File: config.mk
export PLATFORM = sky130hd
export DESIGN_NAME = v_lsu_mem_ctrl
export DESIGN_NICKNAME = d
export VERILOG_FILES = /design/src/rtl/v_lsu_mem_ctrl.sv
export SDC_FILE = /design/constraint.sdc
export NUM_CORES = 2
export LEC_CHECK = 0
export ABC_AREA = 1
export BUFFER_PORTS_ARGS = -buffer_cell sky130_fd_sc_hd__buf_2
export CORE_AREA = 2 2 543 545
export CTS_BUF_LIST = sky130_fd_sc_hd__clkbuf_8
export DETAILED_ROUTE_END_ITERATION = 10
export DIE_AREA = 0 0 545 547
export PLACE_DENSITY = 0.42
export SLEW_MARGIN = 30
export SYNTH_ARGS = -nofsm -noshare
export SYNTH_HDL_FRONTEND = slang
export SYNTH_SLANG_ARGS = --single-unit
File: constraint.sdc
create_clock -name clk -period 2.4 [get_ports clk]
set_clock_uncertainty 0.2 [all_clocks]
set_input_delay 0.36 -clock clk [delete_from_list [all_inputs] [get_ports clk]]
set_output_delay 0.36 -clock clk [all_outputs]
set_load 0.02 [all_outputs]
File: src/rtl/v_lsu_mem_ctrl.sv
// v_lsu_mem_ctrl
// Sequencer and arbiter for the four 32-bit data-memory banks shared by the
// vector load path and the vector store path. One whole-register-group
// request is accepted at a time, then walked one 128-bit beat per cycle
// (one 32-bit word per bank).
//
// Ports:
//   clk, nrst                 clock (rising edge), async active-low reset
//   ld_valid/ld_ready         load request handshake; ready only in IDLE
//   ld_addr, ld_lmul          load base word address and LMUL encoding
//   st_valid/st_ready         store request handshake; ready only in IDLE
//   st_addr, st_lmul, st_data store base address, LMUL, 512-bit data
//   mem_addr0..3              bank word addresses (same value on all banks)
//   mem_we                    per-bank write enable, bit b = bank b
//   mem_wdata0..3             bank write data
//   mem_rdata0..3             bank read data, valid RD_LAT cycles after addr
//   ld_data, ld_done          assembled load result and its one-cycle pulse
//   st_done                   one-cycle pulse after the last store beat
//   busy                      controller is not idle
module v_lsu_mem_ctrl #(
  parameter int unsigned ADDR_W = 14,
  parameter int unsigned RD_LAT = 1
) (
  input  logic              clk,
  input  logic              nrst,
  input  logic              ld_valid,
  output logic              ld_ready,
  input  logic [ADDR_W-1:0] ld_addr,
  input  logic [2:0]        ld_lmul,
  input  logic              st_valid,
  output logic              st_ready,
  input  logic [ADDR_W-1:0] st_addr,
  input  logic [2:0]        st_lmul,
  input  logic [511:0]      st_data,
  output logic [ADDR_W-1:0] mem_addr0,
  output logic [ADDR_W-1:0] mem_addr1,
  output logic [ADDR_W-1:0] mem_addr2,
  output logic [ADDR_W-1:0] mem_addr3,
  output logic [3:0]        mem_we,
  output logic [31:0]       mem_wdata0,
  output logic [31:0]       mem_wdata1,
  output logic [31:0]       mem_wdata2,
  output logic [31:0]       mem_wdata3,
  input  logic [31:0]       mem_rdata0,
  input  logic [31:0]       mem_rdata1,
  input  logic [31:0]       mem_rdata2,
  input  logic [31:0]       mem_rdata3,
  output logic [511:0]      ld_data,
  output logic              ld_done,
  output logic              st_done,
  output logic              busy
);

  typedef enum logic [2:0] {
    IDLE,
    LD_ISSUE,
    LD_DRAIN,
    LD_DONE,
    ST_WRITE,
    ST_DONE
  } state_t;

  state_t            state;
  logic              ptr_st;     // 0: load wins a tie, 1: store wins a tie
  logic [1:0]        beat;       // beat currently on the bank address bus
  logic [1:0]        beat_nx;
  logic [1:0]        last_beat;  // N-1
  logic [1:0]        cap_idx;    // next 128-bit ld_data slot to fill
  logic [RD_LAT-1:0] rd_pend;    // issued-read pipeline, oldest in MSB
  logic [ADDR_W-1:0] addr_q;
  logic [127:0]      wbeat;
  logic [383:0]      st_buf;     // beats 1..3; beat 0 goes straight to wbeat

  // Encodings other than 001/010 (including reserved ones) mean one beat.
  function automatic logic [1:0] last_of(input logic [2:0] lmul);
    case (lmul)
      3'b001:  return 2'd1;
      3'b010:  return 2'd3;
      default: return 2'd0;
    endcase
  endfunction

  assign beat_nx = beat + 2'd1;

  assign ld_ready = nrst && (state == IDLE) && ld_valid && (!st_valid || !ptr_st);
  assign st_ready = nrst && (state == IDLE) && st_valid && (!ld_valid || ptr_st);
  assign busy     = (state != IDLE);

  assign mem_addr0  = addr_q;
  assign mem_addr1  = addr_q;
  assign mem_addr2  = addr_q;
  assign mem_addr3  = addr_q;
  assign mem_wdata0 = wbeat[31:0];
  assign mem_wdata1 = wbeat[63:32];
  assign mem_wdata2 = wbeat[95:64];
  assign mem_wdata3 = wbeat[127:96];

  always_ff @(posedge clk or negedge nrst) begin
    if (!nrst) begin
      state     <= IDLE;
      ptr_st    <= 1'b0;
      beat      <= '0;
      last_beat <= '0;
      cap_idx   <= '0;
      rd_pend   <= '0;
      addr_q    <= '0;
      wbeat     <= '0;
      st_buf    <= '0;
      mem_we    <= '0;
      ld_data   <= '0;
      ld_done   <= 1'b0;
      st_done   <= 1'b0;
    end else begin
      ld_done <= 1'b0;
      st_done <= 1'b0;
      // Each LD_ISSUE cycle launches one bank read; it returns RD_LAT
      // edges later. The single LD_DRAIN cycle assumes RD_LAT == 1.
      rd_pend <= RD_LAT'({rd_pend, state == LD_ISSUE});

      if (rd_pend[RD_LAT-1]) begin
        ld_data[128*cap_idx +: 128] <= {mem_rdata3, mem_rdata2, mem_rdata1, mem_rdata0};
        cap_idx <= cap_idx + 2'd1;
      end

      case (state)
        IDLE: begin
          if (ld_ready) begin
            state     <= LD_ISSUE;
            ptr_st    <= 1'b1;
            addr_q    <= ld_addr;
            beat      <= '0;
            cap_idx   <= '0;
            last_beat <= last_of(ld_lmul);
            for (int unsigned k = 0; k < 4; k++) begin
              if (k > 32'(last_of(ld_lmul))) ld_data[128*k +: 128] <= '0;
            end
          end else if (st_ready) begin
            state     <= ST_WRITE;
            ptr_st    <= 1'b0;
            addr_q    <= st_addr;
            beat      <= '0;
            last_beat <= last_of(st_lmul);
            mem_we    <= '1;
            wbeat     <= st_data[127:0];
            st_buf    <= st_data[511:128];
          end
        end
        LD_ISSUE: begin
          if (beat == last_beat) begin
            state  <= LD_DRAIN;
            addr_q <= '0;
          end else begin
            beat   <= beat_nx;
            addr_q <= addr_q + ADDR_W'(1);
          end
        end
        LD_DRAIN: begin
          state   <= LD_DONE;
          ld_done <= 1'b1;
        end
        LD_DONE: state <= IDLE;
        ST_WRITE: begin
          if (beat == last_beat) begin
            state   <= ST_DONE;
            st_done <= 1'b1;
            mem_we  <= '0;
            addr_q  <= '0;
            wbeat   <= '0;
          end else begin
            beat   <= beat_nx;
            addr_q <= addr_q + ADDR_W'(1);
            // st_buf starts at beat 1, so beat k+1 lives at st_buf slot k.
            wbeat  <= st_buf[128*beat +: 128];
          end
        end
        ST_DONE: state <= IDLE;
        default: state <= IDLE;
      endcase
    end
  end

endmodule

# Word level (Yosys, flattened, before mapping)
# Cells that the tools add are included.
totals:
  reg_bits: 1055
  latchBits: 0
  mem_bits_rw: 0
  romBits: 0
  input_bits: 678
  output_inout_bits: 705
  word_cells: 104
  memories: 0
classes:
  addsub: 4
  multipliers: 0
  div: 0
  magnitude_cmp: 3
  n_eq_ne: 14
  n_shift: 3
  muxes: 42
  bitwise: 1
  reduce_logical: 23
op_table:
  columns: ["op", "n"]
  rows:
  - ["128-bit 2-to-1 mux", 6]
  - ["384-bit 2-to-1 mux", 2]
  - ["512-bit bitwise mux", 1]
  - ["512-bit 2-to-1 mux", 1]
  - ["128-bit by 34-bit variable shift with 512-bit output, first input constant", 1]
  - ["128-bit by 34-bit indexed part select with 512-bit output", 1]
  - ["384-bit by 10-bit indexed part select with 128-bit output", 1]
  - ["128-bit one-hot mux with 2 select lines", 1]
  - ["14-bit 2-to-1 mux", 3]
  - ["9-bit negator with 34-bit output", 1]
  - ["14-bit one-hot mux with 2 select lines", 1]
  - ["2-bit 2-to-1 mux", 10]
  - ["14-bit by 1-bit adder with 14-bit output, second input constant", 1]
  - ["3-bit 2-to-1 mux", 4]
  - ["4-bit 2-to-1 mux", 3]
  - ["2-bit one-hot mux with 2 select lines", 3]
  - ["3-bit one-hot mux with 4 select lines", 1]
  - ["3-bit AND reduction", 4]
  - ["3-bit by 1-bit equality test with 1-bit output, second input constant", 3]
  - ["3-bit by 2-bit equality test with 1-bit output, second input constant", 3]
  - ["2-bit inequality test, second input constant", 4]
  - ["4-bit one-hot mux with 2 select lines", 1]
  - ["2-bit nonzero test", 3]
  - ["1-bit logical AND", 5]
  - ["16 further kinds", 26]

# Longest topological paths before layout
depth:
  ltp_word: 10
  depth_mapped: 11
  ltp_nobuf: 10

# Worst setup path before layout
# Ideal clock, no wire load.
synth_path:
  path_type: "register to register"
  startpoint: "reg cap_idx[0]"
  endpoint: "reg (tool-made name)"
  setup_time_ps: 83
  arrival_ps: 1772
  required_ps: 2117
  setup_slack_ps: 345
  path_stages_with_launch: 7
  path_buffers: 2
  period_less_slack_ps: 2055
  cell_sequence: "dfrtp_1 > inv_1 > ha_1 > or4_1 > buf_2 > buf_2 > o21ai_0"
synth_rtl:
  columns: ["element", "line", "text"]
  rows:
  - ["from (decl)", "68", "logic [1:0] cap_idx;"]
  - ["from (signal assigned)", "122", "cap_idx <= cap_idx + 2'd1;"]

# Worst setup path in the final report
layout_path:
  startpoint: "reg state[1]"
  endpoint: "out ld_ready"
layout_between:
  elab_chain_len: 4
layout_lines:
  columns: ["element", "line", "text"]
  rows:
  - ["from (decl)", "63", "state_t state;"]
  - ["from (signal assigned)", "100", "state <= IDLE;"]
  - ["from (signal assigned)", "128", "state <= LD_ISSUE;"]
  - ["from (signal assigned)", "138", "state <= ST_WRITE;"]
  - ["3-bit logical NOT", "85", "assign ld_ready = nrst && (state == IDLE) && ld_valid && (!st_valid || !ptr_st);"]
  - ["1-bit logical AND (3 in series)", "85", null]
  - ["to (decl)", "27", "output logic ld_ready,"]
# Every way passes these cells.

==> results.tsv <==
metric	value	unit
outcome	complete, but fails checks	
failing checks	negative setup slack	
total clock sinks	1052	
Worst path max stage delay	400	ps
#FFs+latches synth	1052	
dpl cells	11100	
antenna violations before repair	86	
Post-Synth XOR/XNOR Area	0.0364	%
Slew Limit Fails	0	
layout cells sized above 1	22.7	%
Starting DRT DRC Count	4160	
Clock Path Buffers	4	
area occupied by multi-input gates	17000	µm²
die height	547	µm
combinational family with the most area after synthesis	simple AND/OR/NAND/NOR gates	
YS warnings	0	
Worst R2R Start	state[1]	
Slew HR	39.7	%
DP Worst Slack	6.58	ps
largest net degree at the start of global routing	160	
Final Non-Filler Cells	12800	
Final setup viols	47	
leakage	41.1	nW
total track usage	18.0	%
final wirelength	281	mm
drt first pass iters	6	
hold_ws	122	ps
Crit Path Category	reg -> out	
Worst-path clk slew	60	ps
Setup crit end kind	output pin	
worst-path cell chain	nor2_4, nand2_4, nor2_8, buf_12, nand2_8, inv_12, buf_12	
most used cell, CP	buf_12	
Synthesized Nets	6669	
I/O Buffers	1382	
fmax	372	MHz
# nets final	9332	
share of async-settable or async-resettable flops after synthesis	100	%
CTS HTree Levels	4	
adder-cell area share of the yosys netlist	0.156	%
total grt overflow	0	
CTS tree	yes	
Post-synth EDFFs	0	
sequential-to-total area share from yosys stat	54.7	%
synth unique cells	35	
r2r endpoint	st_buf[64]	
Reg area	26300	µm²
Slowest cell on crit path	dfrtp_1	
Worst Hold Class	in -> async	
# fillers	31800	
Final Power	81.9	mW
cells after synthesis	5985	
Final WS setup	-286	ps
post-synthesis mux area share	0	%
DR vias/cell	4.08	
first-pass GRT wire length	391	mm
startpoint types	register	
Post-DP Area	60300	µm²
Arrival @ worst endpoint	2130	ps
final critical-path share of the clock period	112	%
row count	199	
Root Driver	clkbuf_8	
RSZ-0062 raised after global routing	true	
PD cells	1050	nW/µm²
CP max FO	2	
core area	293000	µm²
Boundary Pins	1383	
most frequent cells in the layout	2372 x nand2_1, 1349 x buf_2, 1249 x dlygate4sd3_1	
Wirelength per Cell	22.0	µm
DP HPWL	202	mm
initial core utilization	16.4	%
Worst Setup SP	state[1]	
post-route design area	78400	µm²
IR drop worst, VDD	723	µV
final hold violation count	0	
Critical Path End	ld_ready	
fin util	26.8	%
Worst-Skew Late Latency	990	ps
post-synthesis average cell area	8.04	µm²
minimum clock period	2690	ps
Synth Cell Area	48100	µm²
commonest non-fill, non-tap cell in the layout	nand2_1	
Remaining DRCs	0	
dominant register cell in the synthesized netlist	dfrtp_1	
Area Growth Syn to Fin	62.9	%
worst reg-to-reg setup slack	-80	ps
post-route ant nets	0	
Worst Max-Slew Pin Slew	905	ps
reg2reg path depth	12	
simple-gate portion of the synthesized area	19.8	%
GP Congestion	0.910	
Num CTS Buffers	212	
Die Footprint	298000	µm²
TNS Setup	-2150	ps
Synth Area in Compound Gates	15.0	%
vias in the first global route	53200	
Die Wd	545	µm
Worst Path Required	1840	ps
number of max-cap violations	0	
via count	52200	
-- layer usage --
layer / global-route usage (%) / share of wire, % / vias up
li1: - / - / 24100
met4: 10.2 / 6.3 / 38
met1: 22.4 / 42 / 25200
met5: 0 / 0.096 / -
met3: 4.33 / 7.8 / 615
met2: 28.2 / 44 / 2256
-- synth_stat cells (all sizes together), types with 15 or more instances --
master	number	area, µm²
nand2	2386	8980
dfrtp	1052	26300
o21ai	883	4420
inv	692	2600
buf	246	1620
clkbuf	197	741
a21oi	150	758
o31ai	128	961
o21a	116	871
nor2	42	184
nand3	33	165
nand3b	15	113
-- where the power goes --
group          internal [mW]  switching (mW)  total, mW
Clock                   10.8            9.09       19.9
Combinational           12.1            23.5       35.7
Sequential              23.5            2.80       26.3
Total                   46.5            35.4       81.9
-- area by class of cell --
| class | instances | share of cell area (%) |
|---|---|---|
| flip-flops and latches | 1052 | 33.6 |
| repair buffers | 2892 | 29.3 |
| multi-input cells | 3798 | 21.7 |
| well taps | 3919 | 6.26 |
| clock buffers | 274 | 4.81 |
| inverters | 692 | 3.38 |
| clock inverters | 107 | 0.846 |
| diodes | 46 | 0.147 |
-- kinds of logic (layout without fill, tap and decap cells) --
kind of cell	Yosys count	count (layout)
simple gates	2487	2487
other cells	0	46
buf+inv	1135	3965
xor+xnor	2	2
flops	1052	1052
fa+ha+maj	6	6
compound gates	1303	1303
-- worst max-delay path, delay by kind of cell, from the launching register on --
kind	cells	cell delay, ps
and+or+nand+nor	4	410
DFF	1	400
buffers and inverters	3	370
-- how the worst min path moves through the flow --
stage / end / slack, ps / cells past startpoint
CTS: ld_data[457] / 0.3 / 6
global placement: ld_data[487] / 220 / 2
finish: cap_idx[1] / 120 / 5
global route: st_buf[80] / 80 / 4
floorplan: asynchronous set/reset pin / -140 / 0
detailed placement: ld_data[487] / 220 / 2
-- timing repair --
action / in CTS / in global routing
resized for setup: 85 / 16
endpoints found under the setup margin: 91 / 562
hold endpoints to repair: 2030 / 0
buffers inserted: 19 / 12
hold buffers: 1255 / 0
cloned: 4 / 7
pin swaps: 3 / 6
(Power assumes the default switching activity.)
